### config.mk
export PLATFORM = sky130hd
export DESIGN_NAME = flaf_phi_combiner
export DESIGN_NICKNAME = d
export VERILOG_FILES = /design/src/rtl/flaf_phi_combiner_pkg.sv /design/src/rtl/flaf_phi_combiner_round_sat.sv /design/src/rtl/flaf_phi_combiner.sv
export SDC_FILE = /design/constraint.sdc
export NUM_CORES = 1
export LEC_CHECK = 0
export CORE_AREA = 3 3 236 238
export DETAILED_ROUTE_END_ITERATION = 8
export DIE_AREA = 0 0 239 241
export GPL_ROUTABILITY_DRIVEN = 0
export PLACE_DENSITY = 0.69
export SETUP_SLACK_MARGIN = 0.15
export SLEW_MARGIN = 20
export SYNTH_ARGS = -nofsm -noshare
export SYNTH_HDL_FRONTEND = slang
export SYNTH_HIERARCHICAL = 1
export SYNTH_SLANG_ARGS = --single-unit
### constraint.sdc
create_clock -name clk -period 12.6 [get_ports clk]
set_input_delay 3.15 -clock clk [delete_from_list [all_inputs] [get_ports clk]]
set_output_delay 3.15 -clock clk [all_outputs]
set_load 0.03 [all_outputs]
### src/rtl/flaf_phi_combiner_pkg.sv
// Shared FLAF definitions: combiner FSM states, accumulator sizing, Q-format
// rounding constant and saturation limits.
package flaf_phi_combiner_pkg;

    typedef enum logic [1:0] {
        ST_IDLE,
        ST_MAC,
        ST_RND,
        ST_HOLD
    } comb_state_t;

    localparam int Q_ORD_DEF = 7;
    localparam int WIDTH_DEF = 16;
    localparam int QP_DEF    = 15;

    // Headroom of clog2(q_ord) bits keeps the sum of full-scale products exact.
    function automatic int acc_width(input int width, input int q_ord);
        return 2 * width + $clog2(q_ord);
    endfunction

    function automatic longint round_const(input int qp);
        return longint'(1) << (qp - 1);
    endfunction

    function automatic longint sat_max(input int width);
        return (longint'(1) << (width - 1)) - 1;
    endfunction

    function automatic longint sat_min(input int width);
        return -(longint'(1) << (width - 1));
    endfunction

    localparam int ACC_W_DEF = acc_width(WIDTH_DEF, Q_ORD_DEF);

endpackage

### src/rtl/flaf_phi_combiner_round_sat.sv
// flaf_round_sat: round-half-up of a wide accumulator down to WIDTH bits.
// Saturating clamp when FLAF_COMB_SAT_EN is defined, two's-complement wrap otherwise.
module flaf_round_sat
    import flaf_phi_combiner_pkg::*;
#(
    parameter int ACC_W = ACC_W_DEF,
    parameter int WIDTH = WIDTH_DEF,
    parameter int QP    = QP_DEF
) (
    input  logic signed [ACC_W-1:0] acc,
    output logic        [WIDTH-1:0] y
);

    localparam logic signed [ACC_W-1:0] RND_K = ACC_W'(round_const(QP));
    localparam logic        [WIDTH-1:0] Y_MAX = WIDTH'(sat_max(WIDTH));
    localparam logic        [WIDTH-1:0] Y_MIN = WIDTH'(sat_min(WIDTH));

    logic signed [ACC_W-1:0] r;
    logic        [WIDTH-1:0] y_trunc;
    logic                    unused_bits;

    assign r           = acc + RND_K;
    assign y_trunc     = r[QP +: WIDTH];
    assign unused_bits = ^{r[QP-1:0], r[ACC_W-1:QP+WIDTH]};

`ifdef FLAF_COMB_SAT_EN
    // Slice is exact only when every bit above it repeats its sign bit.
    logic [ACC_W-QP-WIDTH:0] hi;
    logic                    ovf;

    assign hi  = r[ACC_W-1:QP+WIDTH-1];
    assign ovf = !((&hi) || (~|hi));

    always_comb begin
        y = y_trunc;
        if (ovf) begin
            y = r[ACC_W-1] ? Y_MIN : Y_MAX;
        end
    end
`else
    assign y = y_trunc;
`endif

endmodule

### src/rtl/flaf_phi_combiner.sv
// Sequential weighted combiner y = sum w[k]*phi[k] using one shared multiplier.
// Output saturation is enabled by defining FLAF_COMB_SAT_EN.
module flaf_phi_combiner
    import flaf_phi_combiner_pkg::*;
#(
    parameter int Q_ORD = Q_ORD_DEF,
    parameter int WIDTH = WIDTH_DEF,
    parameter int QP    = QP_DEF
) (
    input  logic                   clk,
    input  logic                   rst,
    input  logic                   in_valid,
    output logic                   in_ready,
    input  logic [Q_ORD*WIDTH-1:0] phi_packed,
    input  logic [Q_ORD*WIDTH-1:0] w_packed,
    output logic                   out_valid,
    input  logic                   out_ready,
    output logic [WIDTH-1:0]       y_out
);

    localparam int ACC_W = acc_width(WIDTH, Q_ORD);
    localparam int IDX_W = $clog2(Q_ORD);
    localparam logic [IDX_W-1:0] IDX_LAST = IDX_W'(Q_ORD - 1);

    comb_state_t state, state_nxt;

    logic        [Q_ORD*WIDTH-1:0] phi_reg;
    logic        [Q_ORD*WIDTH-1:0] w_reg;
    logic signed [ACC_W-1:0]       acc;
    logic        [IDX_W-1:0]       idx;
    logic signed [WIDTH-1:0]       phi_sel;
    logic signed [WIDTH-1:0]       w_sel;
    logic signed [2*WIDTH-1:0]     prod;
    logic        [WIDTH-1:0]       y_rs;

    assign phi_sel = phi_reg[WIDTH*int'(idx) +: WIDTH];
    assign w_sel   = w_reg[WIDTH*int'(idx) +: WIDTH];
    assign prod    = phi_sel * w_sel;

    always_ff @(posedge clk) begin
        if (rst) begin
            state <= ST_IDLE;
        end else begin
            state <= state_nxt;
        end
    end

    always_comb begin
        state_nxt = state;
        case (state)
            ST_IDLE: if (in_valid)        state_nxt = ST_MAC;
            ST_MAC:  if (idx == IDX_LAST) state_nxt = ST_RND;
            ST_RND:                       state_nxt = ST_HOLD;
            ST_HOLD: if (out_ready)       state_nxt = ST_IDLE;
            default:                      state_nxt = ST_IDLE;
        endcase
    end

    always_ff @(posedge clk) begin
        if (rst) begin
            phi_reg <= '0;
            w_reg   <= '0;
            acc     <= '0;
            idx     <= '0;
            y_out   <= '0;
        end else begin
            case (state)
                ST_IDLE: begin
                    if (in_valid) begin
                        phi_reg <= phi_packed;
                        w_reg   <= w_packed;
                        acc     <= '0;
                        idx     <= '0;
                    end
                end
                ST_MAC: begin
                    acc <= acc + {{(ACC_W-2*WIDTH){prod[2*WIDTH-1]}}, prod};
                    // Parking idx at 0 keeps the term select in range outside MAC.
                    idx <= (idx == IDX_LAST) ? '0 : idx + 1'b1;
                end
                ST_RND: y_out <= y_rs;
                default: ;
            endcase
        end
    end

    flaf_round_sat #(
        .ACC_W (ACC_W),
        .WIDTH (WIDTH),
        .QP    (QP)
    ) u_round_sat (
        .acc (acc),
        .y   (y_rs)
    );

    assign in_ready  = (state == ST_IDLE);
    assign out_valid = (state == ST_HOLD);

endmodule

# Word-level counts from Yosys, hierarchy flattened
# Index checks and enable logic that the tools add are counted.
# word_totals
reg_bits	280
latch_bits	0
ramBits	0
mem_bits_ro	0
in_bits	228
output_inout_bits	18
wordCells	33
mem_count	0
# op_classes
add_sub_neg	3
mul	1
div_mod_pow	0
n_lt_le_gt_ge	0
n_eq_ne	7
shift	2
mux	9
bitwise_logic	0
reduce_logical	5
# ops
op	n
$shiftx A112 B8 Y16	2
$pmux W35 S2	1
$add A35 B35 Y35	1
$mux W35	1
$mul A16 B16 Y32	1
$add A31 B16 Y31 const B	1
$pmux W2 S4	1
$mux W2	3
$mux W3	2
$pmux W3 S2	1
$eq A2 B2 Y1 const B	2
$ne A2 B2 Y1 const B	2
$reduce_and A2 Y1	2
$add A3 B1 Y3 const B	1
$eq A3 B3 Y1 const B	1
$reduce_and A3 Y1	1
$eq A2 B1 Y1 const B	1
$logic_not A2 Y1	1
$ne A2 B1 Y1 const B	1
$reduce_bool A2 Y1	1

# Longest topological paths before layout
# Gate-level depths: netlist (run 1).
# depth
depth_word	4
mapped_depth	42
mapped_depth_nobuf	39

# Cells and area by module
# The synthesis (run 1) kept the hierarchy.
# modules_own_cells
module	n_inst	cells_per_inst	area_each_um2	seq_area_each_um2
flaf_phi_combiner	1	2716	22744.3	5605.4
flaf_round_sat	1	44	377.9	0.0

# Worst setup path after synthesis (run 1)
# No wires, ideal clock.
# synth_timing
path_kind	register -> register
start	register idx[0]
end	register acc[34]
setup_time_ns	0.120
arrival_ns	8.669
t_required_ns	12.480
setup_slack_ns	3.811
path_stages_with_launch	38
n_path_buf	3
period_less_slack_ns	8.789
cell_sequence	dfxtp_1 -> buf_2 -> buf_2 -> mux4_2 -> o21ai_1 -> clkbuf_1 -> nor2_1 -> fa_1 -> inv_1 -> fa_1 -> fa_1 -> inv_1 -> fa_1 -> fa_1 -> inv_1 -> fa_1 -> inv_1 -> ha_1 -> [2 not listed] -> o21ai_1 -> a21oi_4 -> o21a_1 -> nor2_1 -> o21bai_1 -> a21oi_1 -> xnor2_1 -> ha_1 -> a21o_1 -> a21o_1 -> a221oi_1 -> o21ai_1 -> a21oi_4 -> o21ai_2 -> a2111oi_4 -> nand3b_1 -> a21oi_1 -> o31a_1
# synth_between
elab_chain_cells	4
elab_cells_between_ends	5
cone_classes	add/sub: 1; mul: 1; shift: 2; mux: 1
# synth_rtl
item	line_no	rtl
start: declaration	flaf_phi_combiner.sv:30	logic [IDX_W-1:0] idx;
start signal: assignment	flaf_phi_combiner.sv:79	idx <= (idx == IDX_LAST) ? '0 : idx + 1'b1;
$shiftx A112 B8 Y16 (on tied branches)	flaf_phi_combiner.sv:36, flaf_phi_combiner.sv:37	
$mul A16 B16 Y32 (*)	flaf_phi_combiner.sv:38	assign prod = phi_sel * w_sel;
$add A35 B35 Y35 (*)	flaf_phi_combiner.sv:77	acc <= acc + {{(ACC_W-2*WIDTH){prod[2*WIDTH-1]}}, prod};
$pmux W35 S2 (*)	flaf_phi_combiner.sv:67	case (state)
end signal: assignment	flaf_phi_combiner.sv:77	
end: declaration	flaf_phi_combiner.sv:29	logic signed [ACC_W-1:0] acc;
# Mark *: on every way between the ends. The rest lies on a longest branch, timed or not.
# A chain may end at the register's enable or synchronous reset.

# Final worst setup path (run 1)
# layout_timing
start	register idx[0]
end	register acc[26]
# Same word-level chain as after synthesis.

==> summary.md, run 1 <==
| Metric | Value |
|---|---|
| Outcome | complete, no violations |
| Crit Path Class | flip-flop to flip-flop |
| Worst Path Required | roughly 13 ns |
| Vias in the first global route | 19240 |
| # rows | 85 |
| Worst setup SP type | flip-flop |
| Endpoints failing hold | 0 |
| # port buffers | 245 |
| I/O pins | between 200 and 250 |
| Fmax | 99.44 MHz |
| Placement Setup Slack | around 2.6 ns |
| FF-to-FF setup slack | 2.54 ns |
| Worst min-delay path class | flip-flop to flip-flop |
| Core ar. | 0.05381 mm2 |
| P per Cell Area | roughly 180 mW/mm2 |
| Final net count | approximately 3500 |
| Worst Hold End | phi_reg[91]$_SDFFE_PP0P_ |
| Reg2reg start | idx[0]$_SDFFE_PP0P_ |
| Crit share post-route | 79.81% |
| Total GRT Usage | 21.76% |
| Worst reg2reg path endpoint | acc[26]$_SDFFE_PP0P_ |
| Die W | 239 um |
| Max-slew violations | 0 |
| Post-Syn Area per Cell | 8.376 um2 |
| 1st-iter DRT viols | ~1400 |
| # hold bufs at CTS | 0 |
| Hold Crit Depth | 2 |
| Initial antenna violation count | 0 |
| Syn Inst Count | 2701 |
| Final HPWL DP | 49090 um |
| # H-tree levels | 1 |
| Share of layout cells above drive strength 1 | about 5.4% |
| Mapped Area | 0.02262 mm2 |
| Yosys warns | 6 |
| RSZ-0062 raised after global routing | false |
| TNS Setup | 0 ns |
| Routed len/inst | 17.47 um |
| Postcts setup bufs | 0 |
| Starting Density | between 40% and 50% |
| Syn nets | ~3300 |
| WP buf/inv | 5 |
| Final wirelength | 62710 um |
| Cell family with most CP delay | adder cells |
| TritonRoute pass-1 iters | 5 |
| Die extent in y | 241 um |
| CTS Sinks | 276 |
| Cell at the slowest stage of the critical path | dfxtp_4 |
| Clock slew seen by the registers of the worst setup and hold paths | 0.06 ns |
| VDD IR max | about 0.00012 V |
| Critical path depth in cells | 36 |
| Worst reg-to-reg path cell count | 36 |
| Most common cell after layout, fill and taps aside | nand2_1 |
| Clk_skew | 0.03672 ns |
| P_leak | 11.67 nW |
| ANT cells | 0 |
| Most frequent cells in the layout | nand2_1, inv_1, a21oi_1 |
| Worst Tran Pin Value | 1.106 ns |
| CTS buffer count | 30 |
| Setup violations, final | 0 |
| Clk buf depth | 3 |
| CTS root buf | clkbuf_16 |
| Number of routed nets with antenna violations | 0 |
| Resized cells post-CTS | 0 |
| DP Area | roughly 0.026 mm2 |
| Crit path DAT | 10.49 ns |
| Final instance area | about 0.027 mm2 |
| Max stage delay on crit path | 0.82 ns |
| Slew headroom | 24.19% |
| HP Start | phi_reg[91]$_SDFFE_PP0P_ |
| First-pass GRT wire length | approximately 100000 um |
| Skew-Pair Late Insertion Delay | roughly 0.6 ns |
| Remaining global-route overflow | 0 |
| CTS tree | done |
| Largest net degree at the start of global routing | 209 |
| CP Max Fanout | 48 |
| Crit path capture type | flip-flop |
| Area growth syn-to-layout | 18.04% |
| Drt drc | 0 |
| Die ar. | approximately 0.058 mm2 |
| Final Critical Period | between 10 and 15 ns |
| Via count | 18860 |
| MaxCap Viol Count | 0 |
| Via-to-Cell Ratio | 5.256 |
| Setup slack after layout | roughly 2.5 ns |
## how the worst max path moves through the flow
stage / start / endpoint / slack (ns)
3_3_place_gp: idx[0]$_SDFFE_PP0P_ / acc[30]$_SDFFE_PP0P_ / 2.80
3_5_place_dp: idx[0]$_SDFFE_PP0P_ / acc[28]$_SDFFE_PP0P_ / 2.62
5_1_grt: idx[0]$_SDFFE_PP0P_ / acc[26]$_SDFFE_PP0P_ / 1.73
4_1_cts: idx[0]$_SDFFE_PP0P_ / acc[28]$_SDFFE_PP0P_ / 2.58
2_1_floorplan: idx[0]$_SDFFE_PP0P_ / acc[26]$_SDFFE_PP0P_ / 4.15
6_report: idx[0]$_SDFFE_PP0P_ / acc[26]$_SDFFE_PP0P_ / 2.54
## tightest hold or removal path, cell delays in order, from the launching register on
cell and delay (ns):
dfxtp_1 0.31, nand2_1 0.05, a21oi_1 0.05
## power breakdown
group          leakage (nW)  switching, mW  total, mW  internal [mW]
combinational          8.90           1.61       2.63           1.02
sequential             2.26          0.158       1.20           1.05
clock                 0.510          0.372      0.920          0.548
total                  11.7           2.14       4.75           2.61
## cell type report
type                       instances  area [um2]
clock buffer                      43       880.8
clock inverter                    12       168.9
fill                            5074       27110
inverter                         329        1235
multi-input combinational       1964       15370
sequential                       276        5534
tap                              696       870.8
timing repair buffer             269        2649
## layer usage
layer	wire length (um)	GRT usage, %	part of all wire [%]	vias to the layer above
met5	0	0	0	-
met4	1777	5.827	2.8	0
met3	4268	3.291	6.8	116
met2	29710	36.66	47	730
met1	26960	29.43	43	9081
li1	-	-	-	8937
## per-stage QoR
| stage | hold WS, ns | cells | total power, mW | utilization, % |
|---|---|---|---|---|
| finish | 0.4535 | 3589 | 4.753 | 49.63 |
| global route | 0.4716 | 3589 | 5.148 | 49.63 |
| CTS | 0.4544 | 3589 | 4.751 | 49.61 |
| detailed placement | 0.4460 | 3534 | 3.825 | 47.66 |
| global placement | 0.4406 | 3534 | 3.727 | 47.66 |
| floorplan | 0.4331 | 2701 | 3.100 | - |
Power figures use the tool's default switching activity.
==> inputs of run 2 (changes only) <==
- PLACE_DENSITY: 0.69 -> 0.72
- clock period: 12.6 -> 9.15 ns (I/O delays scaled with it)
==> run 2 against run 1 <==
Net effect:
- sequential share of layout area shrank 0.49 points
- die area is the same
- via count fell by 0.41%
- critical endpoint is now acc[30]$_SDFFE_PP0P_
- largest power group unchanged
- highest routed layer unchanged
==> summary.md, run 2 (synthesis results as in run 1) <==
| Metric | Value |
|---|---|
| Outcome | complete, no violations (unchanged) |
| Core ar. | 0.05381 mm2 (unchanged) |
| CTS root buf | clkbuf_16 (unchanged) |
| Crit path DAT | 9.01 ns (was 10.49 ns) |
| Routed len/inst | 17.13 um (was 17.47 um) |
| TNS Setup | 0 ns (unchanged) |
| Final HPWL DP | 48170 um (was 49090 um) |
| Total GRT Usage | 21.32% (was 21.76%) |
| # hold bufs at CTS | 0 (unchanged) |
| Number of routed nets with antenna violations | 0 (unchanged) |
| Vias in the first global route | 18540 (was 19240) |
| Max stage delay on crit path | 0.57 ns (was 0.82 ns) |
| Pwr Total | 6.699 mW (was 4.753 mW) |
| Max-slew violations | 0 (unchanged) |
| Final wirelength | 62440 um (was 62710 um) |
| TritonRoute pass-1 iters | 5 (unchanged) |
| Drt drc | 0 (unchanged) |
| RSZ-0062 raised after global routing | true (was false) |
| # H-tree levels | 1 (unchanged) |
| VDD IR max | 0.0002083 V (was 0.0001203 V) |
| Via-to-Cell Ratio | 5.156 (was 5.256) |
| CP most frequent cell | fa_1 |
| First-pass GRT wire length | 98580 um (was 101200 um) |
| Most frequent cells in the layout | nand2_1, inv_1, a21oi_1 (unchanged) |
| # port buffers | 245 (unchanged) |
| CP Max Fanout | 7 (was 48) |
| Initial antenna violation count | 1 (was 0) |
| HP Start | phi_reg[17]$_SDFFE_PP0P_ (was phi_reg[91]$_SDFFE_PP0P_) |
| Via count | 18790 (was 18860) |
| Crit share post-route | 93.47% (was 79.81%) |
| Clock slew seen by the registers of the worst setup and hold paths | 0.06 ns (about the same) |
| Fmax | 116.9 MHz (was 99.44 MHz) |
| Remaining global-route overflow | 0 (unchanged) |
| Worst setup SP type | flip-flop (unchanged) |
| Endpoints failing hold | 0 (unchanged) |
| 1st-iter DRT viols | 1470 (was 1434) |
| MaxCap Viol Count | 0 (unchanged) |
| Clk buf depth | 3 (unchanged) |
| Worst reg-to-reg path cell count | 35 (was 36) |
| # rows | 85 (unchanged) |
| Hold Crit Depth | 2 (unchanged) |
| CTS Sinks | 276 (unchanged) |
| Reg2reg start | idx[0]$_SDFFE_PP0P_ (unchanged) |
| Clk_skew | 0.02043 ns (was 0.03672 ns) |
| Area growth syn-to-layout | 20.93% (was 18.04%) |
| Die ar. | 0.05760 mm2 (unchanged) |
| Slew headroom | 31.00% (was 24.19%) |
| Worst reg2reg path endpoint | acc[30]$_SDFFE_PP0P_ (was acc[26]$_SDFFE_PP0P_) |
| P per Cell Area | 244.9 mW/mm2 (was 178.0 mW/mm2) |
| Worst min-delay path class | flip-flop to flip-flop (unchanged) |
| Die extent in y | 241 um (unchanged) |
| Final Critical Period | 8.552 ns (was 10.06 ns) |
| Placement Setup Slack | 0.4243 ns (was 2.621 ns) |
| Starting Density | 42.04% (unchanged) |
| Die W | 239 um (unchanged) |
| Most common cell after layout, fill and taps aside | nand2_1 (unchanged) |
| I/O pins | 246 (unchanged) |
| Cell at the slowest stage of the critical path | mux4_2 (was dfxtp_4) |
| CTS buffer count | 31 (was 30) |
| CTS tree | done (unchanged) |
| Fin util | 50.84% (was 49.63%) |
| Crit path capture type | flip-flop (unchanged) |
| Worst Path Required | 9.60 ns (was 13.03 ns) |
| FF-to-FF setup slack | 0.60 ns (was 2.54 ns) |
| Final net count | 3536 (was 3480) |
| Skew-Pair Late Insertion Delay | 0.60 ns (about the same) |
| Largest net degree at the start of global routing | 225 (was 209) |
| Setup slack after layout | 0.5976 ns (was 2.544 ns) |
| Share of layout cells above drive strength 1 | 7.771% (was 5.358%) |
| Crit Path Class | flip-flop to flip-flop (unchanged) |
| Setup violations, final | 0 (unchanged) |
| Worst Tran Pin Value | 1.035 ns (was 1.106 ns) |
| P_leak | 12.01 nW (was 11.67 nW) |
| Worst Hold End | phi_reg[17]$_SDFFE_PP0P_ (was phi_reg[91]$_SDFFE_PP0P_) |
[run 2: final cells by class]
| class | instances | area (um2) |
|---|---|---|
| Antenna cell | 1 | 2.502 |
| Clock buffer | 42 | 897.1 |
| Clock inverter | 12 | 146.4 |
| Fill cell | 5026 | 26460 |
| Inverter | 329 | 1235 |
| Multi-Input combinational cell | 1964 | 15490 |
| Sequential cell | 276 | 5534 |
| Tap cell | 696 | 870.8 |
| Timing Repair Buffer | 324 | 3179 |
[run 2: where the power goes]
group          switching [mW]  internal, mW
clock                   0.532         0.745
combinational            2.28          1.51
sequential              0.187          1.44
[run 2: worst max-delay path by stage]
| stage | startpoint | endpoint | slack, ns | cells after the start |
|---|---|---|---|---|
| floorplan | idx[0]$_SDFFE_PP0P_ | acc[26]$_SDFFE_PP0P_ | 0.70 | 37 |
| global placement | idx[0]$_SDFFE_PP0P_ | acc[26]$_SDFFE_PP0P_ | 0.51 | 34 |
| detailed placement | idx[0]$_SDFFE_PP0P_ | acc[30]$_SDFFE_PP0P_ | 0.42 | 34 |
| CTS | idx[0]$_SDFFE_PP0P_ | acc[30]$_SDFFE_PP0P_ | 0.37 | 34 |
| global route | idx[0]$_SDFFE_PP0P_ | acc[30]$_SDFFE_PP0P_ | 0.08 | 39 |
| finish | idx[0]$_SDFFE_PP0P_ | acc[30]$_SDFFE_PP0P_ | 0.60 | 35 |
[run 2: layer usage]
| layer | part of all wire [%] | vias to the layer above | routed length [um] | global-route usage, % |
|---|---|---|---|---|
| met5 | 0 | - | 0 | 0 |
| met4 | 2.6 | 0 | 1601 | 5.644 |
| met3 | 7.8 | 101 | 4887 | 4.617 |
| met2 | 46 | 682 | 28510 | 34.33 |
| met1 | 44 | 8949 | 27440 | 29.28 |
| li1 | - | 9055 | - | - |
[run 2: worst max-delay path, delay by kind of cell (launching register included)]
family / cells / cell delay [ns]
adders and majority gates: 8 / 3.48
xor gates and xnor gates: 2 / 0.23
buffers and inverters: 6 / 0.76
AOI/OAI and AO/OA: 13 / 2.13
and+or+nand+nor: 4 / 0.46
DFF: 1 / 0.43
muxes: 2 / 0.92
[run 2: what timing repair did]
item,in CTS,in global routing
setup endpoints to repair,0,7
buffers inserted,0,14
hold endpoints to repair,0,0
resized for setup,0,46
[run 2: metrics by stage]
| step | cell area [um2] | hold WS (ns) | cells |
|---|---|---|---|
| 2_1_floorplan | 22620 | 0.4331 | 2701 |
| 3_3_place_gp | 26010 | 0.4402 | 3575 |
| 3_5_place_dp | 26010 | 0.4449 | 3575 |
| 4_1_cts | 27060 | 0.4536 | 3629 |
| 5_1_grt | 27360 | 0.4734 | 3644 |
| 6_report | 27360 | 0.4517 | 3644 |
